<file path="config.mk">
export PLATFORM = sky130hd
export DESIGN_NAME = alu_wb_queue
export DESIGN_NICKNAME = d
export VERILOG_FILES = /design/src/rtl/alu_wb_queue.sv
export SDC_FILE = /design/constraint.sdc
export NUM_CORES = 1
export LEC_CHECK = 0
export BUFFER_PORTS_ARGS = -buffer_cell sky130_fd_sc_hd__buf_2
export CORE_ASPECT_RATIO = 1.1
export CORE_MARGIN = 3
export CORE_UTILIZATION = 43
export DETAILED_ROUTE_END_ITERATION = 7
export PLACE_DENSITY_LB_ADDON = 0.08
export SLEW_MARGIN = 20
export SYNTH_ARGS = -nofsm -noshare
export SYNTH_HDL_FRONTEND = slang
export SYNTH_SLANG_ARGS = --single-unit
</file>
<file path="constraint.sdc">
create_clock -name clk_i -period 5.8 [get_ports clk_i]
set_clock_uncertainty 0.1 [all_clocks]
set_input_delay 0.58 -clock clk_i [delete_from_list [all_inputs] [get_ports clk_i]]
set_output_delay 0.58 -clock clk_i [all_outputs]
set_load 0.02 [all_outputs]
</file>
<file path="src/rtl/alu_wb_queue.sv">
// Small circular result buffer between the ALU and the writeback/commit port.
// Head is driven from registered storage only; ready depends on occupancy alone.
module alu_wb_queue #(
    parameter int unsigned XLEN          = 64,
    parameter int unsigned DEPTH         = 2,
    parameter int unsigned TRANS_ID_BITS = 3
) (
    input  logic                       clk_i,
    input  logic                       rst_i,
    input  logic                       flush_i,
    input  logic                       alu_valid_i,
    output logic                       alu_ready_o,
    input  logic [XLEN-1:0]            alu_result_i,
    input  logic [TRANS_ID_BITS-1:0]   alu_trans_id_i,
    input  logic                       alu_branch_res_i,
    output logic                       wb_valid_o,
    input  logic                       wb_ready_i,
    output logic [XLEN-1:0]            wb_result_o,
    output logic [TRANS_ID_BITS-1:0]   wb_trans_id_o,
    output logic                       wb_branch_res_o,
    output logic [$clog2(DEPTH+1)-1:0] count_o
);

    localparam int unsigned PTR_W = (DEPTH > 1) ? $clog2(DEPTH) : 1;
    localparam int unsigned CNT_W = $clog2(DEPTH + 1);

    typedef struct packed {
        logic [XLEN-1:0]          result;
        logic [TRANS_ID_BITS-1:0] trans_id;
        logic                     branch_res;
    } entry_t;

    logic [PTR_W-1:0] rd_ptr_q, rd_ptr_d;
    logic [PTR_W-1:0] wr_ptr_q, wr_ptr_d;
    logic [CNT_W-1:0] count_q, count_d;
    logic             push;
    logic             pop;
    entry_t           wr_entry;
    entry_t           entries [DEPTH];

    // Modulo-DEPTH increment so non-power-of-two depths wrap correctly.
    function automatic logic [PTR_W-1:0] ptr_inc(input logic [PTR_W-1:0] p);
        return (p == PTR_W'(DEPTH - 1)) ? '0 : p + PTR_W'(1);
    endfunction

    assign alu_ready_o = (count_q != CNT_W'(DEPTH));
    assign wb_valid_o  = (count_q != '0);
    assign count_o     = count_q;

    assign push = alu_valid_i & alu_ready_o & ~flush_i;
    assign pop  = wb_valid_o & wb_ready_i & ~flush_i;

    assign wr_entry = '{result: alu_result_i, trans_id: alu_trans_id_i, branch_res: alu_branch_res_i};

    always_comb begin
        rd_ptr_d = rd_ptr_q;
        wr_ptr_d = wr_ptr_q;
        count_d  = count_q;
        if (flush_i) begin
            rd_ptr_d = '0;
            wr_ptr_d = '0;
            count_d  = '0;
        end else begin
            if (push) begin
                wr_ptr_d = ptr_inc(wr_ptr_q);
            end
            if (pop) begin
                rd_ptr_d = ptr_inc(rd_ptr_q);
            end
            case ({push, pop})
                2'b10:   count_d = count_q + CNT_W'(1);
                2'b01:   count_d = count_q - CNT_W'(1);
                default: count_d = count_q;
            endcase
        end
    end

    always_ff @(posedge clk_i or posedge rst_i) begin
        if (rst_i) begin
            rd_ptr_q <= '0;
            wr_ptr_q <= '0;
            count_q  <= '0;
        end else begin
            rd_ptr_q <= rd_ptr_d;
            wr_ptr_q <= wr_ptr_d;
            count_q  <= count_d;
        end
    end

    genvar gi;
    generate
        for (gi = 0; gi < DEPTH; gi++) begin : g_entry
            entry_t entry_q, entry_d;

            always_comb begin
                entry_d = entry_q;
                if (push && (wr_ptr_q == PTR_W'(gi))) begin
                    entry_d = wr_entry;
                end
            end

            always_ff @(posedge clk_i or posedge rst_i) begin
                if (rst_i) begin
                    entry_q <= '0;
                end else begin
                    entry_q <= entry_d;
                end
            end

            assign entries[gi] = entry_q;
        end
    endgenerate

    assign wb_result_o     = entries[rd_ptr_q].result;
    assign wb_trans_id_o   = entries[rd_ptr_q].trans_id;
    assign wb_branch_res_o = entries[rd_ptr_q].branch_res;

endmodule

</file>
==> out/qor.txt <==
initial antenna violation count: 3
drt first pass iters: 4
Post-CTS Setup Inserts: 0
R2R Path Start: count_o[1]
post-layout min period: 3.12 ns
HP Class: primary input to async pin
PwrDens: 412 nW/um^2
fin worst setup slack: 2.68 ns
1st-iter DRT viols: 154
CP endpoint kind: output pin
# port buffers: 144
post-synthesis net count: 461
Synth cell types: 23
top cell type's share of synthesized area: 0.577
WL final: 12300 um
Register-to-Register Path Depth: 5
number of global-route vias before repair: 4040
Max Slew Vio Count: 0
sequential area share after synthesis: 0.577
post-route ant nets: 0
Tot GR Track Use: 0.169
Final #Nets: 609
CTS Buf Count: 17
Maximum Capacitance Violations: 0
Root Driver: clkbuf_16
Post-synth ARST share: 1.00
setup violators final: 0
Critical Path End: wb_result_o[53]
Clock Latency Late Sink: 0.41 ns
relative slew slack: 0.489
list of most frequent post-synthesis cells: mux2_2 (184), dfrtp_1 (140), mux2_1 (20)
Sum Neg Setup Slack: 0 ns
total grt overflow: 0
Starting Density: 0.450
pin count of the biggest net entering global routing: 87
Critical Path RT: 5.12 ns
EDFF count, synth: 0
Ys Warns: 0
CP Max Fanout: 40
number of remaining DRC errors: 0
H-tree depth: 4
status: finished, final reports clean
clk buf depth: 2
Hold Buf Count CTS: 0
WL/cell: 16.8 um
CTS Sinks: 140
core area: 13500 um^2
Post-Syn Instances: 388
CP Launch Type: flop
unrepaired setup endpoints after global routing: false
leak pwr: 3.45 nW
vias: 3650
FP Rows: 44
Post-Synthesis Mean Instance Area: 15.6 um^2
Top Ports: 145
top cells by area, synth: dfrtp_1 (58%), mux2_2 (34%), mux2_1 (3.7%)
crit share post-route: 0.538
Worst EP arrival: 2.44 ns
die height: 131 um
Setup crit start: rd_ptr_q
CTS tree: done
gpl congestion: 0.723
first-pass GRT wire length: 20500 um
die width: 119 um
Max IR drop VDD: 0.179 mV
Hold Vio Cnt, Final: 0
most common cell in the netlist: mux2_2
area growth from synthesis to layout: 24.3%
Worst-path clk slew: 0.05 ns
die area: 15600 um^2
Yosys reg bits: 140
Syn Std Cell Area: 6070 um^2
pre-CTS WS: 3.06 ns
WS Path Type: flop to output pin
layout cells sized above 1: 0.678
slew of the pin with the lowest slew margin: 0.767 ns
CTS resizes: 0
flop-to-flop setup slack: 3.72 ns
vias per inst: 4.97
Max Freq: 320 MHz
worst r2r dst: entries[11]
Final HPWL DP: 8280 um
biggest area consumer among synthesized cells: dfrtp_1
Synth Flop Type: dfrtp_1
critical path, stage by stage, from the launching register on:
cell and delay [ns]:
dfrtp_2 0.83, buf_4 0.58, mux2_2 0.40, buf_2 0.16
power breakdown:
part           switching, W  internal, W
Combinational      0.000358     0.000384
Sequential         0.000122      0.00122
Clock              0.000374     0.000653
state kept, by name, summed over array words and instances (netlist names):
register,cells
count_o,2
rd_ptr_q,1
entries,136
wr_ptr_q,1
cell usage in the layout, fill, tap and decap left out, types with 2 or more instances in the layout:
cell type and count:
mux2_2 184, buf_2 144, dfrtp_1 139, mux2_1 20
clkbuf_16 17, buf_4 7, clkbuf_8 6, clkinv_2 6
a21oi_1 4, or2_2 2, o21ai_0 2, clkbuf_1 2
through the flow:
stage / hold WS (ns) / instances / area, um^2 / utilization / total power (W)
2_1_floorplan: 0.354 / 388 / 6070 / - / 0.00188
3_3_place_gp: 0.363 / 701 / 6960 / 0.516 / 0.00208
3_5_place_dp: 0.375 / 701 / 6960 / 0.516 / 0.00211
4_1_cts: 0.252 / 733 / 7540 / 0.559 / 0.00316
5_1_grt: 0.258 / 734 / 7540 / 0.559 / 0.00328
6_report: 0.199 / 734 / 7540 / 0.559 / 0.00311
cell type report:
cell class                      count  area, um^2
Multi-Input combinational cell    223        2440
Fill cell                        1162        5950
Timing Repair Buffer              151         773
Sequential cell                   140        3500
Clock inverter                      7        60.1
Tap cell                          184         230
Antenna cell                        1        2.50
Inverter                            3        16.3
Clock buffer                       25         515
worst min path at each step:
stage	from	to	cells past startpoint
2_1_floorplan	entries[69]	entries[69]	1
3_3_place_gp	entries[81]	entries[81]	1
3_5_place_dp	entries[84]	entries[84]	1
4_1_cts	rst_i	entries[30]	2
5_1_grt	rst_i	entries[22]	2
6_report	rst_i	entries[22]	2
kinds of logic (layout without fill, tap and decap cells):
family / count (synthesis) / in the layout / synth area share
compound gates: 8 / 8 / 0.00743
other cells: 0 / 1 / 0
xor+xnor: 1 / 1 / 0.00144
simple gates: 9 / 9 / 0.0111
mux: 205 / 205 / 0.380
buf+inv: 25 / 186 / 0.0223
flops: 140 / 140 / 0.577
routing by layer:
layer	wire, um	track usage	share of wire	vias up
met5	21	0	0.0017	-
met4	289	0.0798	0.023	4
met3	720	0.0517	0.058	25
met2	6000	0.275	0.49	96
met1	5310	0.209	0.43	1822
li1	-	-	-	1703
No activity file was read; power rests on OpenSTA's default activity.
